## config.mk

```make
export PLATFORM = sky130hd
export DESIGN_NAME = alu_sequencer
export DESIGN_NICKNAME = d
export VERILOG_FILES = /design/src/rtl/alu_sequencer.sv
export SDC_FILE = /design/constraint.sdc
export NUM_CORES = 1
export LEC_CHECK = 0
export ABC_AREA = 1
export BUFFER_PORTS_ARGS = -buffer_cell sky130_fd_sc_hd__buf_4
export CAP_MARGIN = 20
export CORE_MARGIN = 3
export CORE_UTILIZATION = 47
export CTS_BUF_LIST = sky130_fd_sc_hd__clkbuf_16
export DETAILED_ROUTE_END_ITERATION = 10
export PLACE_DENSITY = 0.76
export SLEW_MARGIN = 10
export SYNTH_ARGS = -nofsm -noshare
export SYNTH_HDL_FRONTEND = slang
export SYNTH_SLANG_ARGS = --single-unit
```

## constraint.sdc

```tcl
create_clock -name clk -period 1.8 [get_ports clk]
set_input_delay 0.27 -clock clk [delete_from_list [all_inputs] [get_ports clk]]
set_output_delay 0.27 -clock clk [all_outputs]
set_load 0.03 [all_outputs]
```

## src/rtl/alu_sequencer.sv

```systemverilog
// rtl/alu_sequencer.sv - multicycle issue controller driving a 16-bit ALU
module alu_sequencer (
    input  logic        clk,
    input  logic        rst_n,
    input  logic        instr_valid,
    input  logic [15:0] instr,
    input  logic [15:0] pc,
    output logic        instr_ready,
    output logic [2:0]  rf_ra1,
    output logic [2:0]  rf_ra2,
    input  logic [15:0] rf_rd1,
    input  logic [15:0] rf_rd2,
    output logic [15:0] alu_a,
    output logic [15:0] alu_b,
    output logic [3:0]  alu_ctrl,
    input  logic [15:0] alu_out,
    input  logic        alu_zero,
    output logic        rf_we,
    output logic [2:0]  rf_wa,
    output logic [15:0] rf_wd,
    output logic        br_taken,
    output logic [15:0] br_target,
    output logic        illegal,
    output logic        busy
);

    typedef enum logic [1:0] {
        S_IDLE = 2'd0,
        S_READ = 2'd1,
        S_EXEC = 2'd2,
        S_WB   = 2'd3
    } state_t;

    localparam logic [3:0] ALU_NOP = 4'hF;

    state_t      state;
    state_t      state_next;
    logic [15:0] instr_q;
    logic [15:0] pc_q;

    logic [3:0]  op;
    logic [2:0]  rd;
    logic [2:0]  rs;
    logic [2:0]  rt;
    logic [15:0] imm6_sext;
    logic [15:0] imm12_zext;
    logic        is_branch;

    assign op         = instr_q[15:12];
    assign rd         = instr_q[11:9];
    assign rs         = instr_q[8:6];
    assign rt         = instr_q[5:3];
    assign imm6_sext  = {{10{instr_q[5]}}, instr_q[5:0]};
    assign imm12_zext = {4'h0, instr_q[11:0]};
    assign is_branch  = (op == 4'hB) || (op == 4'hC);

    // State register; reset drops any in-flight instruction.
    always_ff @(posedge clk or negedge rst_n) begin
        if (!rst_n) begin
            state <= S_IDLE;
        end else begin
            state <= state_next;
        end
    end

    // Next-state logic plus handshake and register-file read addresses.
    always_comb begin
        state_next  = state;
        instr_ready = 1'b0;
        busy        = 1'b1;
        rf_ra1      = 3'd0;
        rf_ra2      = 3'd0;
        case (state)
            S_IDLE: begin
                instr_ready = 1'b1;
                busy        = 1'b0;
                if (instr_valid) begin
                    state_next = S_READ;
                end
            end
            S_READ: begin
                // Branches compare rd against rs; everything else reads rs/rt.
                rf_ra1     = is_branch ? rd : rs;
                rf_ra2     = is_branch ? rs : rt;
                state_next = S_EXEC;
            end
            S_EXEC:  state_next = S_WB;
            default: state_next = S_IDLE;
        endcase
    end

    // Datapath: capture instruction, load ALU operands, sample result, pulse strobes.
    always_ff @(posedge clk or negedge rst_n) begin
        if (!rst_n) begin
            instr_q   <= 16'h0;
            pc_q      <= 16'h0;
            alu_a     <= 16'h0;
            alu_b     <= 16'h0;
            alu_ctrl  <= ALU_NOP;
            rf_we     <= 1'b0;
            rf_wa     <= 3'd0;
            rf_wd     <= 16'h0;
            br_taken  <= 1'b0;
            br_target <= 16'h0;
            illegal   <= 1'b0;
        end else begin
            case (state)
                S_IDLE: begin
                    if (instr_valid) begin
                        instr_q <= instr;
                        pc_q    <= pc;
                    end
                end
                S_READ: begin
                    if (op <= 4'h9 || is_branch) begin
                        alu_a    <= rf_rd1;
                        alu_b    <= rf_rd2;
                        alu_ctrl <= op;
                    end else if (op == 4'hA) begin
                        alu_a    <= pc_q;
                        alu_b    <= imm12_zext;
                        alu_ctrl <= 4'hA;
                    end else if (op == 4'hD) begin
                        alu_a    <= rf_rd1;
                        alu_b    <= imm6_sext;
                        alu_ctrl <= 4'h0;
                    end
                end
                S_EXEC: begin
                    // ALU returns to its default op so the next compare starts with zero cleared.
                    alu_a     <= 16'h0;
                    alu_b     <= 16'h0;
                    alu_ctrl  <= ALU_NOP;
                    rf_wa     <= rd;
                    rf_wd     <= alu_out;
                    br_target <= (op == 4'hA) ? alu_out : (pc_q + 16'd1 + imm6_sext);
                    rf_we     <= (op <= 4'h9) || (op == 4'hD);
                    br_taken  <= (op == 4'hA) || (is_branch && alu_zero);
                    illegal   <= (op >= 4'hE);
                end
                default: begin
                    rf_we    <= 1'b0;
                    br_taken <= 1'b0;
                    illegal  <= 1'b0;
                end
            endcase
        end
    end

endmodule

```

==> results.py <==
metrics = {
    "yosys": {
        "synth_cell_type_count": 41,
        "yosys.area_share.simple": 0.231,
        "synth-compound-area-share": 0.126,
        "synth_top_area_frac": 0.455,
        "seq_area_frac_synth": 0.474,
        "synth_top_cell_by_area": "dfrtp_1",
        "synthCells": 693,
        "synth_top_family_by_area": "simple AND/OR/NAND/NOR gates",
        "syn_area_per_cell_um2": 8.25,
        "synth-xor-area-share": 0.00766,
        "synth_fa_ha_area_frac": 0.0429,
        "synthTopCellsByArea": "dfrtp_1, nand2_1, mux2_2, nor2_1, inv_1",
        "ys_ff_latch": 108,
        "syn_nets": 796,
        "yosysWarnings": 0,
        "muxShareOfSynthArea": 0.0473,
        "syn_area_um2": 5720,
    },
    "setup_path": {
        "end_kind": "primary output",
        "path_max_fanout": 5,
        "reg2reg_depth": 14,
        "arrival_ns": 1.70,
        "r2r-start": "instr_q[0]$_DFFE_PN0P_",
        "cp.required_ns": 1.53,
        "critPathKind": "reg -> out",
        "worst_r2r_endpoint": "br_target[10]$_DFFE_PN0P_",
        "r2r_slack_ns": -0.01,
        "crit_path_start_kind": "register",
    },
    "grt": {
        "grt_max_degree": 109,
        "met2_usage": 0.410,
        "grt_pass1_wl_mm": 25.5,
        "met3_usage": 0.0617,
        "antenna_found_initial": 0,
        "grt_pass1_vias": 5328,
        "busiest_layer": "met2",
        "use_met1": 0.291,
        "grt-ovfl-total": 0,
        "grt_usage": 0.238,
    },
    "cts": {
        "cts_sinks": 108,
        "ctsHoldBuffers": 0,
        "clkTransAtPathRegs_ns": 0.07,
        "insertion_delay_ns": 0.35,
        "numCtsBuffers": 9,
        "cts_tree": "yes",
        "cts-root-buf": "clkbuf_16",
        "max-clock-path-buffers": 2,
        "htree_levels": 3,
    },
    "sta": {
        "clock_skew_ns": 0.00804,
        "rsz0062_at_grt": "true",
        "hold_viol": 8,
        "relSlewSlack": 0.612,
        "worst_pin_slew_ns": 0.582,
        "min_period_ns": 1.97,
        "setup_viol": 7,
        "setup_slack_ns": -0.170,
        "drv_slew": 0,
        "max_freq_mhz": 508,
        "finalCritPeriodShare": 1.09,
        "hold-worst-slack_ns": -0.0132,
    },
    "floorplanning": {
        "core_area_um2": 11700,
        "die_h_um": 116,
        "start_util": 0.490,
        "die-area_um2": 13500,
        "fp.dieW_um": 116,
        "rows": 39,
        "ios": 166,
    },
    "detailed_routing": {
        "vias": 5363,
        "via_per_inst": 5.19,
        "drc": 0,
        "drt_first_pass_iters": 4,
        "routedWlPerCell_um": 16.0,
        "drt_iter0_drc": 333,
        "drt-total-wl_mm": 16.6,
        "detail-route-antenna-nets": 0,
    },
    "final_layout": {
        "final_common_cell": "buf_4",
        "mostFrequentLayoutCells": "buf_4, nand2_1, dfrtp_1",
        "nFillCells": 903,
        "area_growth_pct": 40.0,
        "multi_input_area_um2": 2920,
        "seqCellArea_um2": 2710,
        "num_antenna_cells": 0,
        "final_layout_size_suffix_gt1_frac": 0.380,
        "layout.nets": 988,
    },
    "place": {
        "hpwlAfterDp_mm": 12.0,
        "place.port_buffers": 165,
        "place_ws_ns": -0.0551,
        "gp_congestion": 0.866,
    },
    "outcome": {
        "status": "finished, violations left",
        "violations": "hold timing, setup timing",
    },
    "worst_hold_path": {
        "hold_path_class": "in -> async",
    },
    "run": {
        "cap_violations": 0,
    },
}
Yosys cell counts (all sizes together):
cell      n
nand3    24
clkbuf    8
a22oi     1
nor2     71
ha       18
dfstp     4
inv      69
xor2      3
nand3b    1
o31ai    16
nand4     2
mux2     24
xnor2     2
nand2   212
a21oi    43
o211ai    1
o21ai    59
or2       6
a31oi     1
nor3      3
and2      1
buf      18
fa        1
o22ai     1
dfrtp   104
state kept, by name, indices dropped and copies added, names as in the netlist:
| register | count |
|---|---|
| rf_wa | 3 |
| rf_we | 1 |
| rf_wd | 16 |
| alu_a | 16 |
| alu_b | 16 |
| alu_ctrl | 4 |
| illegal | 1 |
| br_taken | 1 |
| instr_q | 16 |
| state | 2 |
| br_target | 16 |
| pc_q | 16 |
worst max-delay path by stage:
| stage | from | endpoint | slack [ns] | depth (start not counted) |
|---|---|---|---|---|
| 2_1_floorplan | instr_q[0]$_DFFE_PN0P_ | br_target[12]$_DFFE_PN0P_ | 0.04 | 13 |
| 3_3_place_gp | instr_q[5]$_DFFE_PN0P_ | br_target[13]$_DFFE_PN0P_ | 0.02 | 11 |
| 3_5_place_dp | instr_q[5]$_DFFE_PN0P_ | br_target[7]$_DFFE_PN0P_ | -0.06 | 8 |
| 4_1_cts | instr_q[15]$_DFFE_PN0P_ | rf_ra2[2] | -0.16 | 8 |
| 5_1_grt | instr_q[15]$_DFFE_PN0P_ | rf_ra2[2] | -0.28 | 8 |
| 6_report | instr_q[15]$_DFFE_PN0P_ | rf_ra2[2] | -0.17 | 8 |
metal layers:
layer	share of wire	wire (um)
met3	0.070	1160
met5	0	0
met4	0.020	338
met2	0.51	8410
met1	0.40	6670
cell type report:
| type | instances | share of cell area |
|---|---|---|
| clock buffers | 9 | 0.0281 |
| clock inverters | 7 | 0.00844 |
| inverters | 69 | 0.0335 |
| multi-input cells | 490 | 0.364 |
| flip-flops and latches | 108 | 0.339 |
| well taps | 143 | 0.0224 |
| repair buffers | 206 | 0.204 |
| repair inverters | 1 | 0.000625 |
worst max-delay path, cell delays in order, from the launching register on:
cell	delay [ns]
dfrtp_1	0.41
inv_2	0.08
nor2_4	0.10
nand3_2	0.10
nand2_4	0.11
clkinvlp_4	0.16
o21ai_2	0.17
a21oi_1	0.05
buf_4	0.17
kinds of logic after synthesis:
family | after synthesis
AO/OA/AOI/OAI | 122
XOR/XNOR | 5
adder cells (fa/ha/maj) | 19
buffers and inverters | 95
flip-flops | 108
multiplexers | 24
AND/OR/NAND/NOR | 320
timing repair:
item                                    CTS  global route
endpoints found under the setup margin   14            21
buffers inserted                          5             7
pin swaps                                 5            17
gates cloned                              1             0
gates resized for setup                  19            69
through the flow:
| step | utilization | setup TNS [ns] | instance area [um^2] | hold WS, ns | std cells |
|---|---|---|---|---|---|
| after detailed placement | 0.623 | -0.213 | 7270 | 0.397 | 1004 |
| after floorplan | - | 0 | 5720 | -0.0256 | 693 |
| after global placement | 0.623 | 0 | 7270 | 0.387 | 1004 |
| after CTS | 0.656 | -0.769 | 7650 | 0.0235 | 1026 |
| final | 0.686 | -0.831 | 8000 | -0.0132 | 1033 |
| after global routing | 0.686 | -1.89 | 8000 | 0.0416 | 1033 |
Power is not shown: default switching activity piles up to over one toggle a cycle in this logic, so the estimate is an artifact.
